[src/rtl/shift_buffer_pkg.sv]
// Shared constants and helpers for the stream line packer.
package shift_buffer_pkg;

    // Default geometry: 32-bit producer words packed eight to a line.
    localparam int DEF_IN_W  = 32;
    localparam int DEF_WORDS = 8;

    // Width of a field that must hold every value 0..words inclusive.
    function automatic int cnt_bits(input int words);
        return $clog2(words + 1);
    endfunction

    // Physical slot position for logical fill index k. In MSB-first order the
    // first word of a line sits in the top slot.
    function automatic int slot_pos(input int k, input int words, input bit msb_first);
        return msb_first ? (words - 1 - k) : k;
    endfunction

endpackage

[src/rtl/shift_buffer_out_reg.sv]
// Valid/ready output register slice: loads a completed line, holds it under
// backpressure and drops valid once the line has been taken.
module shift_buffer_out_reg
    import shift_buffer_pkg::*;
#(
    parameter int LINE_W = DEF_IN_W * DEF_WORDS,
    parameter int CNT_W  = cnt_bits(DEF_WORDS)
) (
    input  logic              clk,
    input  logic              rst,
    input  logic              load,
    input  logic [LINE_W-1:0] line,
    input  logic [CNT_W-1:0]  count,
    input  logic              ready,
    output logic              valid,
    output logic [LINE_W-1:0] data,
    output logic [CNT_W-1:0]  line_count,
    output logic              free
);

    // The slice can take a new line when empty or when the held one leaves now.
    always_comb begin
        free = !valid || ready;
    end

    // Load on transfer; otherwise hold data/count stable and retire valid on ready.
    always_ff @(posedge clk or posedge rst) begin
        if (rst) begin
            valid      <= 1'b0;
            data       <= '0;
            line_count <= '0;
        end else if (load) begin
            valid      <= 1'b1;
            data       <= line;
            line_count <= count;
        end else if (ready) begin
            valid      <= 1'b0;
        end
    end

endmodule

[src/rtl/shift_buffer_stream.sv]
// Packs a stream of IN_W-bit words into WORDS-wide lines. A line leaves when
// it is full or has been closed by a flush; the next line starts filling in
// the same cycle, so a drained output sees no bubble between lines.
module shift_buffer_stream
    import shift_buffer_pkg::*;
#(
    parameter int IN_W      = DEF_IN_W,
    parameter int WORDS     = DEF_WORDS,
    parameter bit MSB_FIRST = 1'b0,
    parameter int CNT_W     = cnt_bits(WORDS)
) (
    input  logic                  clk,
    input  logic                  rst,
    input  logic                  in_valid_i,
    output logic                  in_ready_o,
    input  logic [IN_W-1:0]       in_data_i,
    input  logic                  flush_i,
    output logic                  out_valid_o,
    input  logic                  out_ready_i,
    output logic [IN_W*WORDS-1:0] out_data_o,
    output logic [CNT_W-1:0]      out_count_o
);

    localparam int LINE_W = IN_W * WORDS;

    typedef logic [CNT_W-1:0] cnt_t;

    localparam cnt_t FULL_CNT = cnt_t'(WORDS);

    cnt_t              cnt_q;
    logic              closed_q;
    logic [IN_W-1:0]   slot_q [WORDS];
    wire  [LINE_W-1:0] line;

    logic complete;
    logic out_free;
    logic in_ready;
    logic accept;
    logic transfer;
    cnt_t wr_idx;

    // Handshake decode. in_ready is combinational on out_ready_i through out_free.
    always_comb begin
        complete = (cnt_q == FULL_CNT) || closed_q;
        in_ready = !complete || out_free;
        accept   = in_valid_i && in_ready;
        transfer = complete && out_free;
        // A word accepted while the old line leaves opens the new line at slot 0.
        wr_idx   = transfer ? '0 : cnt_q;
    end

    assign in_ready_o = in_ready;

    // Fill count and close flag. A flush in a transfer cycle can only refer to
    // the new line, so it closes that line only if a word lands in it. Outside
    // a transfer, a complete line is stalled and further flushes are moot.
    always_ff @(posedge clk or posedge rst) begin
        if (rst) begin
            cnt_q    <= '0;
            closed_q <= 1'b0;
        end else if (transfer) begin
            cnt_q    <= cnt_t'(accept);
            closed_q <= flush_i && accept;
        end else begin
            cnt_q <= cnt_q + cnt_t'(accept);
            if (flush_i && !complete && ((cnt_q != '0) || accept)) begin
                closed_q <= 1'b1;
            end
        end
    end

    for (genvar k = 0; k < WORDS; k++) begin : g_slot
        localparam int POS = slot_pos(k, WORDS, MSB_FIRST);

        // Each slot captures its word, or clears when its line is handed off
        // so partial lines always carry zeros in unwritten slots.
        always_ff @(posedge clk or posedge rst) begin
            if (rst) begin
                slot_q[k] <= '0;
            end else if (accept && (wr_idx == cnt_t'(k))) begin
                slot_q[k] <= in_data_i;
            end else if (transfer) begin
                slot_q[k] <= '0;
            end
        end

        assign line[POS*IN_W +: IN_W] = slot_q[k];
    end

    shift_buffer_out_reg #(
        .LINE_W (LINE_W),
        .CNT_W  (CNT_W)
    ) u_out_reg (
        .clk        (clk),
        .rst        (rst),
        .load       (transfer),
        .line       (line),
        .count      (cnt_q),
        .ready      (out_ready_i),
        .valid      (out_valid_o),
        .data       (out_data_o),
        .line_count (out_count_o),
        .free       (out_free)
    );

endmodule

[config.mk]
export PLATFORM = sky130hd
export DESIGN_NAME = shift_buffer_stream
export DESIGN_NICKNAME = d
export VERILOG_FILES = /design/src/rtl/shift_buffer_pkg.sv /design/src/rtl/shift_buffer_out_reg.sv /design/src/rtl/shift_buffer_stream.sv
export SDC_FILE = /design/constraint.sdc
export NUM_CORES = 1
export LEC_CHECK = 0
export BUFFER_PORTS_ARGS = -buffer_cell sky130_fd_sc_hd__buf_4
export CORE_MARGIN = 4
export CORE_UTILIZATION = 55
export CTS_CLUSTER_SIZE = 12
export DETAILED_ROUTE_END_ITERATION = 10
export GPL_TIMING_DRIVEN = 0
export PLACE_DENSITY = 0.77
export SLEW_MARGIN = 20
export SYNTH_ARGS = -nofsm -noshare
export SYNTH_HDL_FRONTEND = slang
export SYNTH_SLANG_ARGS = --single-unit
[constraint.sdc]
create_clock -name clk -period 21.8 [get_ports clk]
set_input_delay 4.36 -clock clk [delete_from_list [all_inputs] [get_ports clk]]
set_output_delay 4.36 -clock clk [all_outputs]
set_load 0.01 [all_outputs]
# Word-level counts from Yosys, hierarchy flattened
# Cells that the tools add are included.
# word_totals
inputBits,37
output_inout_bits,262
ff_bits,522
word_cells,68
# op_classes
n_mux,15
n_eq_ne,8
add_sub_neg,1
reduce_logical,31
# ops
op,count
$mux W32,9
$reduce_bool A2 Y1,10
$eq A4 B3 Y1 const B,4
$logic_and A1 B1 Y1,13
$eq A4 B2 Y1 const B,2
$mux W4,2
$add A4 B1 Y4,1
$eq A4 B1 Y1 const B,1
$eq A4 B4 Y1 const B,1
$logic_not A4 Y1,1
$logic_or A1 B1 Y1,4
$mux W1,4
$reduce_bool A4 Y1,1
$logic_not A1 Y1,2

# Logic depth before layout (Yosys ltp)
# Gate-level depths: netlist of run 1.
# logic_depth
ltp_word,9
mapped_depth,8
depth_no_buf,7

# Cells and area by module
# Synthesis of run 1 repeated with hierarchy kept, for this count alone.
# hier_totals
hier_cells,1542
hier_area_um2,21754.6
# modules_own_cells
module,seq_area_each_um2,n_inst,area_per_inst_um2,cells_each
shift_buffer_stream,6531.3,1,11287.1,989
shift_buffer_out_reg,6531.3,1,10467.5,553

# Worst setup path after synthesis of run 1
# Ideal clock, no wire load.
# synth_timing
path_kind,input to output
from,input out_ready_i
to,output in_ready_o
n_path_buf,0
required_ns,17.440
setup_slack_ns,12.725
cell_stages,2
t_arrival_ns,4.715
cell_sequence,nor2b_1 o21ai_0
# synth_between
elab_chain_len,2
# synth_rtl
item,line_no,source
"start, declared",shift_buffer_stream.sv:19,"input logic out_ready_i,"
$logic_or A1 B1 Y1,shift_buffer_out_reg.sv:23,free = !valid || ready;
$logic_or A1 B1 Y1,shift_buffer_stream.sv:45,in_ready = !complete || out_free;
"end, declared",shift_buffer_stream.sv:15,"output logic in_ready_o,"
# No other way between the ends.

# Final worst setup path of run 1
# Ends and elaborated chain as after synthesis.

==> results of run 1 <==
[worst max-delay path, delay by kind of cell]
family,cells,cell delay [ns]
buffers and inverters,2,0.31
AND/OR/NAND/NOR,1,0.21
AO/OA/AOI/OAI,1,0.19
[power by group]
group | switching [W] | internal [W] | total (W) | leakage [nW]
logic | 0.000446 | 0.000276 | 0.000722 | 5.12
clock network | 0.000348 | 0.000462 | 0.000810 | 0.712
registers | 0.000142 | 0.00119 | 0.00133 | 7.15
[worst max-delay path by stage]
stage                      startpoint             endpoint  slack, ns  cells after the start
after detailed placement  out_ready_i           in_ready_o      12.36                      4
after global routing      out_ready_i           in_ready_o      12.30                      4
after CTS                 out_ready_i           in_ready_o      12.36                      4
final                     out_ready_i           in_ready_o      12.36                      4
after floorplan                   rst             closed_q       2.86                      1
after global placement            rst  u_out_reg.data[212]      -1.77                      2
[per-stage QoR]
step	setup WS [ns]	std cells	hold WS, ns	total power, W	TNS (ns)
2_1_floorplan	2.86	2212	0.438	0.00170	0
3_3_place_gp	-1.77	2939	0.447	0.00203	-894.59
3_5_place_dp	12.36	2943	0.448	0.00206	0
6_report	12.36	3020	0.462	0.00286	0
4_1_cts	12.36	3020	0.465	0.00287	0
5_1_grt	12.30	3020	0.492	0.00301	0
[synthesized netlist by cell type, types with 2 or more instances]
master,n,area (um^2)
sky130_fd_sc_hd__nor3_2,2,20.0
sky130_fd_sc_hd__clkbuf_1,96,360
sky130_fd_sc_hd__and2_1,2,12.5
sky130_fd_sc_hd__nor3b_4,2,37.5
sky130_fd_sc_hd__dfrtp_1,522,13100
sky130_fd_sc_hd__o21ai_0,181,906
sky130_fd_sc_hd__buf_2,69,345
sky130_fd_sc_hd__nor2_1,4,15.0
sky130_fd_sc_hd__ha_1,2,25.0
sky130_fd_sc_hd__nand2_1,1233,4630
sky130_fd_sc_hd__nand3_1,33,165
sky130_fd_sc_hd__buf_1,3,11.3
sky130_fd_sc_hd__o21ai_1,12,60.1
sky130_fd_sc_hd__nor3b_2,2,25.0
sky130_fd_sc_hd__a22o_1,33,289
[area by class of cell]
type	count	share of cell area
sequential	522	0.539
clock inverter	1	0.00124
timing repair buffer	270	0.0869
clock buffer	76	0.0595
multi-input combinational	1521	0.260
tap	461	0.0238
inverter	1	0.000464
buffer	168	0.0296
[per-layer routing]
| metal | up-vias | GRT usage | part of all wire |
|---|---|---|---|
| met3 | 120 | 0.0757 | 0.10 |
| met1 | 8173 | 0.432 | 0.42 |
| met5 | - | 0 | 0 |
| met4 | 0 | 0.120 | 0.044 |
| li1 | 7527 | - | - |
| met2 | 767 | 0.435 | 0.44 |
[logic make-up (layout without fill, tap and decap cells)]
kind of cell | Yosys count | count (layout) | synth area share
AOI/OAI and AO/OA | 230 | 230 | 0.0641
xor gates and xnor gates | 2 | 2 | 0.000872
and+or+nand+nor | 1287 | 1287 | 0.248
adders and majority gates | 2 | 2 | 0.00125
DFF | 522 | 522 | 0.650
buffers and inverters | 169 | 516 | 0.0359
[layout by cell type (no fill, tap or decap), types with 2 or more instances in the layout]
master	n
sky130_fd_sc_hd__buf_2	69
sky130_fd_sc_hd__nor2_1	4
sky130_fd_sc_hd__ha_1	2
sky130_fd_sc_hd__nor3b_2	2
sky130_fd_sc_hd__o21ai_1	12
sky130_fd_sc_hd__o21ai_0	181
sky130_fd_sc_hd__nor3_2	2
sky130_fd_sc_hd__clkbuf_8	3
sky130_fd_sc_hd__dfrtp_1	522
sky130_fd_sc_hd__and2_1	2
sky130_fd_sc_hd__buf_4	266
sky130_fd_sc_hd__nor3b_4	2
sky130_fd_sc_hd__a22o_1	33
sky130_fd_sc_hd__clkbuf_1	116
sky130_fd_sc_hd__buf_16	4
sky130_fd_sc_hd__buf_1	3
sky130_fd_sc_hd__nand3_1	33
sky130_fd_sc_hd__clkbuf_16	53
sky130_fd_sc_hd__nand2_1	1233
[registers in the layout, indices dropped and copies added, names as in the netlist]
name,count
line,256
u_out_reg.data,256
cnt_q,4
u_out_reg.line_count,4
closed_q,1
u_out_reg.valid,1
==> key figures, run 1 <==
Worst setup path
  • Type of element capturing the critical path: output port
  • Largest stage delay, worst path: 0.21 ns
  • Peak fanout along the critical path: 4
  • R2R Setup Slk: 19.00 ns
  • Series of cell instances along the critical path: buf_4 > nor2b_1 > o21ai_0 > buf_4
  • Type of the worst setup path: input port to output port
  • Worst reg2reg path startpoint: cnt_q[0]
  • FF-to-FF path depth: 7
  • Reg-to-reg endpoint: line[97]
  • Required time of the worst setup path: 17.44 ns
  • Startpoint Class: input port
  • Data arrival time of the critical path: 5.08 ns
  • Max stage delay cell, worst path: sky130_fd_sc_hd__nor2b_1
  • Cell repeated most along the worst path: sky130_fd_sc_hd__buf_4

Floorplan
  • Initial standard-cell utilization of the core: 0.561
  • I/O pin count: 299
  • Die ar.: 0.0396 mm^2
  • Die boundary height: 199 um
  • Core ar.: 0.0358 mm^2
  • DIE WIDTH: between 150 and 200 um
  • Row cnt: 69

Synthesis
  • FFs w/ async S/R, synth: 1.00
  • Total number of yosys warnings: 0
  • Nets in the synthesized netlist: about 2300
  • Distinct cell type count after synthesis: 31
  • Syn Inst Count: approximately 2200
  • Synthesized cell area: between 0.02 and 0.025 mm^2
  • Avg Inst Size Synth: ~9 um^2
  • Count of state elements after synthesis: 522
  • Proportion of synthesized chip area in sequential cells: 0.650
  • Post-synth EDFFs: 0
  • Most common flop cell mapped by yosys: sky130_fd_sc_hd__dfrtp_1

Timing
  • Final-report setup violation count: 0
  • Fin. max-slew vios: 0
  • Minimum clock period after layout: 9.44 ns
  • Final-report hold violation count: 0
  • Ratio of final minimum period to clock period: 0.433
  • Actual slew at the worst max-slew pin: 0.837 ns
  • Clk_skew: 0.00775 ns
  • Timing-limited maximum frequency: 106 MHz
  • Unrepaired setup endpoints after global routing: no
  • Slew Limit Headroom: 0.442

Final layout
  • Final standard cell utilization of the core: 0.677
  • Antenna cell count: 0
  • Area added between synthesis and finish: 20.7%
  • Fillers: around 2800
  • Cell area after layout: 0.0243 mm^2
  • Area of combinational cells with multiple inputs: 0.00631 mm^2
  • Final net count: 2574
  • Fraction of final layout cells sized beyond drive strength 1: 0.159
  • Sequential cell area: 0.0131 mm^2

Global route
  • Number of global-route vias before repair: 16300
  • Antenna violations before repair: 0
  • Total track usage: 0.297
  • Congestion Overflow GR: 0
  • First-pass GRT wire length: 90700 um
  • Largest net degree at the start of global routing: 110

CTS
  • TritonCTS clock tree: yes
  • Clock insertion delay at the later pin of the skew report: 0.57 ns
  • Postcts setup bufs: 0
  • Total clock sinks: 522
  • Clock edge transition at the registers on the reported setup and hold paths: 0.06 ns
  • H-Tree Depth: 2
  • Clock root cell: sky130_fd_sc_hd__clkbuf_16
  • Inserted Clock Buffers: roughly 50
  • Number of gates resized after cts: 0
  • Bufs on Longest Clock Path: 3
  • Cts hold-fix bufs: 0

Route
  • DR iter-0 viols: 1404
  • Wirelength, routed: 59200 um
  • Count of TritonRoute iterations in the first routing pass: 7
  • DR vias/cell: 5.49
  • Number of DRC violations after detailed routing: 0
  • Residual antenna-violating net count after detailed routing: 0
  • Routed length per placed instance: 19.6 um
  • Vias: 16600

Hold path
  • Class of the tightest hold or removal check: flop to flop
  • Hold path endpoint: u_out_reg.data[213]
  • Hold path start: line[213]
  • Worst Hold Depth: 2

Power and ir drop
  • Power density over cell area: 118 mW/mm^2
  • Peak supply drop: roughly 68 uV
  • Leakage: 13.0 nW

Run status
  • Result of the run: completed

Job
  • Max-cap violations: 0

Place
  • Quantity of I/O buffers inserted on ports: 266
  • Placer Congestion: just over 0.8
  • Placed instance area: 0.0228 mm^2
  • Half-perimeter wire length after placement: 40100 um
Note: power is estimated with default switching activity, not from simulation.
==> run 2: changes to the inputs <==
Clock period 21.8 ns to 8.9 ns, I/O delays scaled along.
==> key figures, run 2 (synthesis gave the netlist of run 1 again) <==
Route
  • Number of DRC violations after detailed routing: 0 (unchanged)
  • Wirelength, routed: 60100 um (+1.7%)
  • Routed length per placed instance: 19.8 um (+1.2%)
  • Met1 Routed Length: 25400 um (+2.5%)
  • DR iter-0 viols: 1418 (+1.0%)
  • Highest layer used for signal routing: met5
  • Total length of routed met2 wires: 27200 um (+5.2%)
  • Detailed route wirelength on metal3: 5480 um (-7.4%)
  • DR vias/cell: 5.54 (+0.78%)
  • Count of TritonRoute iterations in the first routing pass: 5 (-2)
  • Residual antenna-violating net count after detailed routing: 0 (unchanged)
  • Vias: 16800 (+1.3%)

Timing
  • Clk_skew: 0.0107 ns (+0.00299 ns)
  • Final-report setup violation count: 0 (unchanged)
  • Actual slew at the worst max-slew pin: 0.828 ns (-0.00929 ns)
  • Fin. max-slew vios: 0 (unchanged)
  • Slew Limit Headroom: 0.448 (+0.00619)
  • Unrepaired setup endpoints after global routing: no
  • Final-report hold violation count: 0 (unchanged)
  • Minimum hold slack: 0.467 ns (+0.00529 ns)
  • Timing-limited maximum frequency: 234 MHz
  • Final WS setup: 4.63 ns (-7.73 ns)
  • Minimum clock period after layout: 4.27 ns
  • Ratio of final minimum period to clock period: 0.480

Worst setup path
  • Required time of the worst setup path: 7.12 ns (-10.32 ns)
  • Max stage delay cell, worst path: sky130_fd_sc_hd__nor2b_1
  • Type of the worst setup path: input port to output port
  • Startpoint Class: input port
  • Worst reg2reg path startpoint: cnt_q[0]
  • Peak fanout along the critical path: 4 (unchanged)
  • Type of element capturing the critical path: output port
  • Data arrival time of the critical path: 2.49 ns (-2.59 ns)
  • Reg-to-reg endpoint: line[152]
  • Series of cell instances along the critical path: buf_4 > nor2b_1 > o21ai_0 > buf_4
  • Largest stage delay, worst path: 0.20 ns (about the same)
  • R2R Setup Slk: 5.99 ns (-13.01 ns)
  • FF-to-FF path depth: 7 (unchanged)
  • Worst setup startpoint: out_ready_i
  • Cell repeated most along the worst path: sky130_fd_sc_hd__buf_4

Global route
  • Antenna violations before repair: 2 (+2)
  • Congestion Overflow GR: 0 (unchanged)
  • Total track usage: 0.305 (+0.00807)
  • First-pass GRT wire length: 92900 um (+2.4%)
  • Largest net degree at the start of global routing: 37 (-66%)
  • Number of global-route vias before repair: 16500 (+1.1%)

Final layout
  • Most frequent standard cell in the layout excluding fill and tap cells: sky130_fd_sc_hd__nand2_1
  • Final standard cell utilization of the core: 0.684 (+0.00747)
  • Most frequent cells in the layout: sky130_fd_sc_hd__nand2_1, sky130_fd_sc_hd__dfrtp_1, sky130_fd_sc_hd__buf_4
  • Fraction of final layout cells sized beyond drive strength 1: 0.166 (+0.00730)
  • Final net count: 2588 (+0.54%)
  • Area added between synthesis and finish: 22.1%

Floorplan
  • Die ar.: 0.0396 mm^2 (unchanged)
  • Die boundary height: 199 um (unchanged)
  • Initial standard-cell utilization of the core: 0.561 (unchanged)
  • I/O pin count: 299 (unchanged)
  • DIE WIDTH: 199 um (unchanged)
  • Row cnt: 69 (unchanged)
  • Core ar.: 0.0358 mm^2 (unchanged)

CTS
  • TritonCTS clock tree: yes
  • Bufs on Longest Clock Path: 3 (unchanged)
  • Cts hold-fix bufs: 0 (unchanged)
  • Clock insertion delay at the later pin of the skew report: 0.58 ns (about the same)
  • H-Tree Depth: 2 (unchanged)
  • Total clock sinks: 522 (unchanged)
  • Number of gates resized after cts: 0 (unchanged)
  • Inserted Clock Buffers: 52 (+2.0%)
  • Clock root cell: sky130_fd_sc_hd__clkbuf_16
  • Postcts setup bufs: 0 (unchanged)
  • Clock edge transition at the registers on the reported setup and hold paths: 0.06 ns (about the same)

Place
  • Quantity of I/O buffers inserted on ports: 266 (unchanged)
  • Placer Congestion: 0.870 (+5.2%)
  • Half-perimeter wire length after placement: 41200 um (+2.8%)
  • Worst setup slack before clock tree synthesis: 4.65 ns (-7.72 ns)

Power and ir drop
  • Sequential Power Share: 0.463 (-0.002)
  • P_sw: 0.00232 W (+150%)
  • Fraction of power consumed by combinational cells: 0.253 (about the same)
  • Switching power as a share of total power: 0.329 (+0.00150)
  • Leakage: 13.1 nW (+1.0%)
  • Power density over cell area: 287 mW/mm^2 (+140%)
  • Cell-internal power: 0.00473 W (+150%)
  • Peak supply drop: 195 uV (+190%)
  • Proportion of power drawn by the clock network: 0.284 (about the same)
  • Total power of the final layout: 0.00704 W (+150%)

Run status
  • Result of the run: completed

Hold path
  • Class of the tightest hold or removal check: flop to flop
  • Worst Hold Depth: 2 (unchanged)
  • Hold path start: line[122]
  • Hold path endpoint: u_out_reg.data[122]

Job
  • Max-cap violations: 0 (unchanged)
[run 2: cell count changes in the layout (fill, tap and decap cells not counted), sizes merged]
cell      change
clkinvlp      +1
clkbuf        -3
diode         +1
inv           -1
buf          +13
bufinv        -1
clkinv        +5
[run 2: worst max-delay path by stage]
stage	to	slack, ns	depth (start not counted)
after floorplan	closed_q	0.03	1
after global placement	u_out_reg.data[214]	-2.40	2
after detailed placement	in_ready_o	4.65	4
after CTS	in_ready_o	4.64	4
after global routing	in_ready_o	4.56	4
final	in_ready_o	4.63	4
[run 2: stage by stage]
stage	setup TNS [ns]	instance area, um^2	instances
after detailed placement	0	23000	2956
after global routing	0	24500	3035
after CTS	0	24500	3034
after global placement	-1226.31	22700	2939
after floorplan	0	20100	2212
final	0	24500	3035
[run 2: power by group through the flow]
stage,Clock [W],Sequential [W],Combinational [W]
after global placement,0,0.00328,0.00170
after global routing,0.00212,0.00331,0.00197
after detailed placement,0,0.00329,0.00177
after CTS,0.00202,0.00325,0.00179
after floorplan,0,0.00333,0.000838
final,0.00200,0.00326,0.00178
[run 2: worst max-delay path: cells and delay by family]
kind | cells | cell delay [ns]
buf+inv | 2 | 0.31
simple gates | 1 | 0.20
compound gates | 1 | 0.19
[run 2: layer usage]
metal / GRT usage / vias to the layer above
li1: - / 7557
met4: 0.0970 / 2
met3: 0.0597 / 113
met1: 0.451 / 8340
met2: 0.465 / 788
met5: 0 / -
[run 2: cell type report]
| type | count | area, um^2 |
|---|---|---|
| plain buffers | 168 | 717 |
| diodes | 1 | 2.50 |
| well taps | 461 | 577 |
| clock inverters | 5 | 25.0 |
| multi-input cells | 1521 | 6310 |
| clock buffers | 73 | 1470 |
| inverters | 1 | 7.51 |
| repair buffers | 283 | 2350 |
| fillers | 2821 | 11300 |
| flip-flops and latches | 522 | 13100 |
==> run 3: changes to the inputs <==
Settings changed: ABC_AREA set to 1.
Clock period 8.9 ns to 4.2 ns, I/O delays scaled along.
==> key figures, run 3 <==
Final layout
  • Final net count: 2580 (-0.31%)
  • Antenna cell count: 0 (-1)
  • Most frequent cells in the layout: sky130_fd_sc_hd__nand2_1, sky130_fd_sc_hd__dfrtp_1, sky130_fd_sc_hd__buf_4
  • Final standard cell count with taps included and fillers excluded: 3028 (-0.23%)
  • Fraction of final layout cells sized beyond drive strength 1: 0.192 (+0.0261)
  • Area added between synthesis and finish: 23.4%
  • Most frequent standard cell in the layout excluding fill and tap cells: sky130_fd_sc_hd__nand2_1
  • Final standard cell utilization of the core: 0.690 (+0.00592)
  • Fillers: 2797 (-0.85%)

Floorplan
  • Core ar.: 0.0357 mm^2 (-0.24%)
  • I/O pin count: 299 (unchanged)
  • Initial standard-cell utilization of the core: 0.559 (-0.00138)
  • Die ar.: 0.0395 mm^2 (-0.47%)
  • Die boundary height: 199 um (-0.23%)
  • DIE WIDTH: 199 um (-0.23%)
  • Row cnt: 69 (unchanged)

Global route
  • Number of global-route vias before repair: 16700 (+1.3%)
  • Largest net degree at the start of global routing: 38 (+2.7%)
  • First-pass GRT wire length: 92600 um (-0.41%)
  • Antenna violations before repair: 0 (-2)
  • Total track usage: 0.302 (-0.00280)
  • Congestion Overflow GR: 0 (unchanged)

Power and ir drop
  • Power density over cell area: 625 mW/mm^2 (+120%)
  • Switching power as a share of total power: 0.359 (+0.0299)
  • Proportion of power drawn by the clock network: 0.278 (-0.006)
  • P_sw: 0.00553 W (+140%)
  • Cell-internal power: 0.00989 W (+110%)
  • Total power of the final layout: 0.0154 W (+120%)
  • Leakage: 13.9 nW (+6.0%)
  • Fraction of power consumed by combinational cells: 0.295 (+0.042)
  • Peak supply drop: 413 uV (+110%)
  • Sequential Power Share: 0.427 (-0.036)

Timing
  • Fin. max-slew vios: 0 (unchanged)
  • Clk_skew: 0.0106 ns (-0.000152 ns)
  • Ratio of final minimum period to clock period: 0.605
  • Actual slew at the worst max-slew pin: 0.660 ns (-0.167 ns)
  • Unrepaired setup endpoints after global routing: no
  • Minimum clock period after layout: 2.54 ns
  • Final-report setup violation count: 0 (unchanged)
  • Final-report hold violation count: 0 (unchanged)
  • Timing-limited maximum frequency: 394 MHz
  • Slew Limit Headroom: 0.560 (+0.112)
  • Final WS setup: 1.66 ns (-2.97 ns)

Route
  • Routed length per placed instance: 19.6 um (-1.0%)
  • Vias: 16400 (-2.3%)
  • Number of DRC violations after detailed routing: 0 (unchanged)
  • Count of TritonRoute iterations in the first routing pass: 6 (+1)
  • DR iter-0 viols: 1257 (-11%)
  • DR vias/cell: 5.42 (-2.1%)
  • Residual antenna-violating net count after detailed routing: 0 (unchanged)
  • Wirelength, routed: 59400 um (-1.2%)

CTS
  • Number of gates resized after cts: 0 (unchanged)
  • Postcts setup bufs: 0 (unchanged)
  • Total clock sinks: 522 (unchanged)
  • H-Tree Depth: 2 (unchanged)
  • Bufs on Longest Clock Path: 3 (unchanged)
  • TritonCTS clock tree: yes
  • Inserted Clock Buffers: 52 (unchanged)
  • Clock edge transition at the registers on the reported setup and hold paths: 0.06 ns (about the same)
  • Clock insertion delay at the later pin of the skew report: 0.58 ns (about the same)
  • Cts hold-fix bufs: 0 (unchanged)
  • Clock root cell: sky130_fd_sc_hd__clkbuf_16

Worst setup path
  • Data arrival time of the critical path: 1.70 ns (-0.79 ns)
  • Startpoint Class: flop
  • Type of element capturing the critical path: output port
  • Required time of the worst setup path: 3.36 ns (-3.76 ns)
  • Type of the worst setup path: flop to output port
  • Peak fanout along the critical path: 6 (+2)

Synthesis
  • Top cells by count, synth: sky130_fd_sc_hd__nand2_1, sky130_fd_sc_hd__dfrtp_1, sky130_fd_sc_hd__nand3_1, sky130_fd_sc_hd__o21ai_0, sky130_fd_sc_hd__buf_2
  • Avg Inst Size Synth: 9.20 um^2 (+1.3%)
  • Nets in the synthesized netlist: 2211 (-1.8%)
  • Cell type contributing the most total cell area after synthesis: sky130_fd_sc_hd__dfrtp_1
  • Cells taking the most area after synthesis: sky130_fd_sc_hd__dfrtp_1, sky130_fd_sc_hd__nand2_1, sky130_fd_sc_hd__nand3_1
  • Most common flop cell mapped by yosys: sky130_fd_sc_hd__dfrtp_1
  • Count of state elements after synthesis: 522 (unchanged)
  • Leading cell type by number of instances after synthesis: sky130_fd_sc_hd__nand2_1
  • Synthesized cell area: 0.0200 mm^2 (-0.49%)
  • Syn Inst Count: 2172 (-1.8%)
  • Post-synth top area share: 0.653 (+0.00317)
  • Post-synth EDFFs: 0 (unchanged)
  • Distinct cell type count after synthesis: 24 (-23%)
  • FFs w/ async S/R, synth: 1.00 (unchanged)
  • Total number of yosys warnings: 0 (unchanged)
  • Proportion of synthesized chip area in sequential cells: 0.653 (+0.00317)

Place
  • Half-perimeter wire length after placement: 43300 um (+5.0%)
  • Worst setup slack before clock tree synthesis: 1.34 ns (-3.31 ns)
  • Placed Cells: 2948 (-0.27%)
  • Quantity of I/O buffers inserted on ports: 298 (+12%)
  • Placer Congestion: 0.854 (-1.9%)

Run status
  • Result of the run: completed

Job
  • Max-cap violations: 0 (unchanged)

Hold path
  • Class of the tightest hold or removal check: input port to async pin
[run 3: area by class of cell]
| type | instances | area [um^2] | share of cell area |
|---|---|---|---|
| clock inverter | 5 | 37.5 | 0.00152 |
| clock buffer | 75 | 1480 | 0.0599 |
| multi-input combinational | 1439 | 5990 | 0.243 |
| buffer | 131 | 641 | 0.0260 |
| sequential | 522 | 13100 | 0.529 |
| timing repair buffer | 315 | 2580 | 0.105 |
| tap | 461 | 577 | 0.0234 |
| inverter | 80 | 304 | 0.0123 |
[run 3: per-stage QoR]
stage	setup TNS, ns	hold WS [ns]	cell area [um^2]
final	0	0.284	24700
after detailed placement	0	0.457	23200
after global routing	0	0.290	24700
after floorplan	-1948.21	0.443	20000
after global placement	-3218.24	0.450	22800
after CTS	0	0.270	24700
[run 3: kinds of logic after synthesis]
kind of cell,Yosys count,share of synthesized area
simple gates,1298,0.261
flops,522,0.653
buf+inv,211,0.0471
compound gates,137,0.0365
xor+xnor,2,0.000876
fa+ha+maj,2,0.00125
[run 3: power by group through the flow]
stage,clock network (W),logic (W),registers [W]
5_1_grt,0.00455,0.00498,0.00667
3_5_place_dp,0,0.00455,0.00664
4_1_cts,0.00432,0.00457,0.00657
3_3_place_gp,0,0.00439,0.00662
6_report,0.00429,0.00455,0.00658
2_1_floorplan,0,0.00228,0.00674
[run 3: critical path: stages, from the launching register on]
cell	delay (ns)
sky130_fd_sc_hd__dfrtp_1	0.45
sky130_fd_sc_hd__nor2_1	0.19
sky130_fd_sc_hd__nand2_2	0.11
sky130_fd_sc_hd__nand2_4	0.11
sky130_fd_sc_hd__nand2_2	0.09
sky130_fd_sc_hd__buf_4	0.17
[run 3: path summary, 6_finish.rpt]
path	cells past startpoint	slack, ns	start	to
max in group asynchronous	7	2.48	rst	u_out_reg.data[181]
min in group clk	2	0.47	line[236]	u_out_reg.data[236]
worst max-delay path	5	1.66	cnt_q[0]	in_ready_o
worst min-delay path	2	0.28	rst	u_out_reg.data[65]
worst max register to register	9	1.92	u_out_reg.valid	u_out_reg.data[28]
worst min register to register	2	0.47	line[236]	u_out_reg.data[236]
[run 3: routing by layer]
| layer | vias up | share of wire | global-route usage |
|---|---|---|---|
| met1 | 8076 | 0.40 | 0.405 |
| met3 | 140 | 0.089 | 0.0710 |
| met2 | 653 | 0.47 | 0.491 |
| met5 | - | 0 | 0 |
| li1 | 7539 | - | - |
| met4 | 0 | 0.038 | 0.108 |
